**src/rtl/prod_accumulator.sv**
```systemverilog
// Sums up to N unsigned product beats into one result.
// A group closes after N beats or on p_last; the result is then held on a valid/ready port.
module prod_accumulator #(
  parameter  int PW = 8,
  parameter  int N  = 4,
  parameter  int AW = 10,
  localparam int CW = $clog2(N + 1)
) (
  input  logic          clock,
  input  logic          reset,
  input  logic          p_valid,
  input  logic [PW-1:0] p_data,
  input  logic          p_last,
  output logic          p_ready,
  output logic          acc_valid,
  output logic [AW-1:0] acc_data,
  output logic [CW-1:0] acc_terms,
  output logic          acc_ovf,
  input  logic          acc_ready
);

  typedef enum logic [1:0] {
    IDLE  = 2'd0,
    ACCUM = 2'd1,
    HOLD  = 2'd2
  } state_e;

  state_e        state_q, state_d;
  logic [AW-1:0] acc_q, acc_d;
  logic [CW-1:0] cnt_q, cnt_d;
  logic          ovf_q, ovf_d;

  logic          accept;
  logic [AW:0]   sum_ext;
  logic [CW-1:0] cnt_inc;

  // p_ready is a function of state only, so a producer may wait on it without
  // creating a combinational loop through p_valid.
  assign p_ready = (state_q != HOLD) && !reset;
  assign accept  = p_valid && p_ready;

  assign sum_ext = {1'b0, acc_q} + (AW + 1)'(p_data);
  assign cnt_inc = cnt_q + CW'(1);

  // NOTE: every always_comb output is defaulted first so no path leaves it unassigned (no latch).
  always_comb begin
    state_d = state_q;
    acc_d   = acc_q;
    cnt_d   = cnt_q;
    ovf_d   = ovf_q;
    case (state_q)
      IDLE: begin
        if (accept) begin
          acc_d   = AW'(p_data);
          cnt_d   = CW'(1);
          ovf_d   = 1'b0;
          state_d = (N == 1 || p_last) ? HOLD : ACCUM;
        end
      end
      ACCUM: begin
        if (accept) begin
          acc_d   = sum_ext[AW-1:0];
          cnt_d   = cnt_inc;
          ovf_d   = ovf_q | sum_ext[AW];
          state_d = (cnt_inc == CW'(N) || p_last) ? HOLD : ACCUM;
        end
      end
      HOLD: begin
        if (acc_ready) state_d = IDLE;
      end
      default: state_d = IDLE;
    endcase
  end

  // NOTE: sequential state uses non-blocking assignments so all flops update from pre-edge values.
  always_ff @(posedge clock or posedge reset) begin
    if (reset) begin
      state_q <= IDLE;
      acc_q   <= '0;
      cnt_q   <= '0;
      ovf_q   <= 1'b0;
    end else begin
      state_q <= state_d;
      acc_q   <= acc_d;
      cnt_q   <= cnt_d;
      ovf_q   <= ovf_d;
    end
  end

  // Result registers double as the accumulator; they are only advertised while in HOLD.
  assign acc_valid = (state_q == HOLD);
  assign acc_data  = acc_q;
  assign acc_terms = cnt_q;
  assign acc_ovf   = ovf_q;

endmodule

```
**config.mk**
```make
export PLATFORM = sky130hd
export DESIGN_NAME = prod_accumulator
export DESIGN_NICKNAME = d
export VERILOG_FILES = /design/src/rtl/prod_accumulator.sv
export SDC_FILE = /design/constraint.sdc
export NUM_CORES = 1
export LEC_CHECK = 0
export ABC_AREA = 0
export BUFFER_PORTS_ARGS = -buffer_cell sky130_fd_sc_hd__buf_4
export CORE_ASPECT_RATIO = 0.8
export CORE_UTILIZATION = 56
export CTS_BUF_LIST = sky130_fd_sc_hd__clkbuf_4 sky130_fd_sc_hd__clkbuf_8 sky130_fd_sc_hd__clkbuf_16
export CTS_CLUSTER_SIZE = 20
export DETAILED_ROUTE_END_ITERATION = 6
export GPL_ROUTABILITY_DRIVEN = 0
export PLACE_DENSITY = 0.92
export SLEW_MARGIN = 0
export SYNTH_ARGS = -nofsm -noshare
export SYNTH_HDL_FRONTEND = slang
export SYNTH_SLANG_ARGS = --single-unit
export TNS_END_PERCENT = 5
```
**constraint.sdc**
```tcl
create_clock -name clock -period 3.3 [get_ports clock]
set_input_delay 0.99 -clock clock [delete_from_list [all_inputs] [get_ports clock]]
set_output_delay 0.99 -clock clock [all_outputs]
set_load 0.02 [all_outputs]
```
==> flow_summary.json <==
{
  "clockBufferDepth": 2,
  "yosysSeqAreaShare_pct": 35.8,
  "synth_flop_cell": "dfrtp_1",
  "layout-drive-gt1-share_pct": 27.6,
  "tightest_slew_ns": 0.633,
  "register_area_um2": 400,
  "grt_pass1_wl_um": 4220,
  "cts_setup_buffers": 0,
  "ir_worst_vdd_mv": 0.390,
  "fmax_mhz": 413,
  "hold_class": "reg -> reg",
  "crit_top_cell": "a21oi_1",
  "die_x_um": 52.0,
  "via_per_inst": 6.05,
  "status": "complete, no violations",
  "initial_core_util_pct": 59.7,
  "critPathSlowestCell": "fa_1",
  "grt_pass1_vias": 963,
  "place.port_buffers": 28,
  "yosysMostFrequentCell": "dfrtp_1",
  "fin_crit_sh_pct": 73.4,
  "syn_to_final_growth_pct": 22.9,
  "cts-root-buf": "clkbuf_4",
  "yosys.area.top_type": "dfrtp_1",
  "cts_resized": 0,
  "hpwlAfterDp_um": 1910,
  "drt_iter0_drc": 30,
  "fin_util_pct": 73.4,
  "die_area_um2": 2180,
  "dr_total_vias": 1023,
  "leakagePower_uw": 0.000659,
  "synth-seq-cells": 16,
  "wirelength_um": 2550,
  "wl_per_cell_um": 15.1,
  "grt_max_degree": 17,
  "crit_path_start_kind": "primary input",
  "whs_path_depth": 1,
  "clock_sinks": 16,
  "report.final.setup_viol": 0,
  "drv_slew": 0,
  "synth_edf_count": 0,
  "cp.required_ns": 3.48,
  "firstDrtPassIters": 4,
  "core_um2": 1870,
  "netlist.area_leader.share_pct": 35.8,
  "synth.distinct_cells": 36,
  "critical_path_class": "in -> reg",
  "arrival_ns": 2.61,
  "rsz0062_at_grt": "no",
  "ios": 29,
  "slew_headroom_pct": 57.7,
  "nets": 170,
  "fin_setup_tns_ns": 0,
  "htreeDepth": 1,
  "cp-end-kind": "register",
  "hold_start": "acc_data[9]$_DFFE_PP0P_",
  "p_per_area_nw_per_um2": 674,
  "rows": 14,
  "worstRegToRegCells": 7,
  "yosysWarnings": 0,
  "antenna_found_initial": 0,
  "worstPathCellList": "buf_4, ha_1, fa_1, a21oi_1, o21ai_0, a21oi_1, xor2_1, a21oi_1",
  "path_max_fanout": 3,
  "clk_pin_slew_ns": 0.10,
  "track_usage_pct": 26.3,
  "cts_buffers": 3,
  "worstHoldEndpoint": "acc_data[9]$_DFFE_PP0P_",
  "worstReg2RegStart": "acc_data[0]$_DFFE_PP0P_",
  "synthArstFlopShare_pct": 100,
  "ant_nets": 0,
  "n_antenna_cell": 0,
  "synthTopCellsByArea": "dfrtp_1 (36%), ha_1 (11%), o21ai_0 (4.9%)",
  "fillers": 142,
  "cap_violations": 0,
  "fin_worst_skew_ns": 0.00106,
  "multi_input_area_um2": 673,
  "die_h_um": 42.0,
  "fin_crit_ns": 2.42,
  "final_hold_viol_count": 0,
  "clk_latency_ns": 0.30,
  "syn-cell-area_um2": 1120,
  "ctsHoldBuffers": 0,
  "grt_overflow_total": 0,
  "route.detailed.drc": 0,
  "r2r_slack_ns": 1.26,
  "ys_top_cells_by_count": "dfrtp_1 (16), o21ai_0 (11), ha_1 (10)",
  "synth_nets": 139,
  "cts_tree": "yes",
  "r2r-end": "acc_data[6]$_DFFE_PP0P_",
  "avgSynthCellArea_um2": 9.74,
  "slowest_delay_ns": 0.41,
  "synth_cells": 115
}
==> cells by family (layout without fill, tap and decap cells) <==
family          Yosys count  in the layout  share of synthesized area (%)
fa+ha+maj                11             11                           13.0
buf+inv                   8             38                           4.13
flops                    16             16                           35.8
mux                       3              3                           2.68
compound gates           42             42                           25.9
xor+xnor                  7              7                           5.47
simple gates             28             28                           13.1
==> layer usage <==
layer | global-route usage (%) | share of wire (%) | vias up
met2 | 42.6 | 48 | 42
met5 | 0 | 0 | -
met1 | 35.0 | 44 | 492
li1 | - | - | 482
met3 | 6.52 | 5.7 | 7
met4 | 6.49 | 1.8 | 0
==> cell type report <==
class | instances | area share [%]
Sequential cell | 16 | 29.1
Tap cell | 24 | 2.18
Multi-Input combinational cell | 91 | 48.9
Timing Repair Buffer | 29 | 15.8
Inverter | 5 | 1.36
Clock buffer | 4 | 2.64
==> placed cells by master (no fill, tap or decap), drive strengths merged, types with 2 or more instances in the layout <==
master | synthesis | routed
buf | 3 | 29
dfrtp | 16 | 16
o21ai | 14 | 14
ha | 10 | 10
nor2 | 10 | 10
nand2 | 9 | 9
a21oi | 8 | 8
inv | 5 | 5
xnor2 | 4 | 4
clkbuf | 0 | 4
a211oi | 4 | 4
a21o | 3 | 3
xor2 | 3 | 3
nor3 | 3 | 3
mux2i | 3 | 3
nor2b | 2 | 2
a31oi | 2 | 2
a22o | 2 | 2
o31ai | 2 | 2
==> power breakdown <==
part | internal, uW | total [uW] | switching (uW)
clock | 67.5 | 137 | 69.9
sequential | 246 | 306 | 60.1
combinational | 214 | 485 | 271
==> flip-flops by register name (all words and copies together), names as in the netlist <==
register and count:
acc_terms 3, acc_ovf 1, state_q 2, acc_data 10
==> how the worst max path moves through the flow <==
stage / start / endpoint / slack (ns)
after CTS: p_data[0] / acc_data[6]$_DFFE_PP0P_ / 0.89
after floorplan: p_data[0] / acc_data[6]$_DFFE_PP0P_ / 0.86
after global placement: p_data[0] / acc_ovf$_DFFE_PP0P_ / 0.67
final: p_data[0] / acc_data[6]$_DFFE_PP0P_ / 0.88
after detailed placement: p_data[0] / acc_data[6]$_DFFE_PP0P_ / 0.57
after global routing: p_data[0] / acc_data[6]$_DFFE_PP0P_ / 0.77
==> metrics by stage <==
stage          power [uW]  instance area, um2  setup WS (ns)  hold slack [ns]  cells
2_1_floorplan         636                1120          0.864            0.518    115
3_3_place_gp          766                1340          0.668            0.492    165
3_5_place_dp          787                1340          0.567            0.510    165
4_1_cts               927                1380          0.888            0.524    169
5_1_grt               992                1380          0.771            0.563    169
6_report              928                1380          0.876            0.528    169
==> worst max-delay path, delay by kind of cell <==
| kind | cells | cell delay, ns |
|---|---|---|
| AOI/OAI and AO/OA | 4 | 0.68 |
| adders and majority gates | 2 | 0.65 |
| xor gates and xnor gates | 1 | 0.18 |
| buffers and inverters | 1 | 0.12 |
No activity file was read; power rests on OpenSTA's default activity.
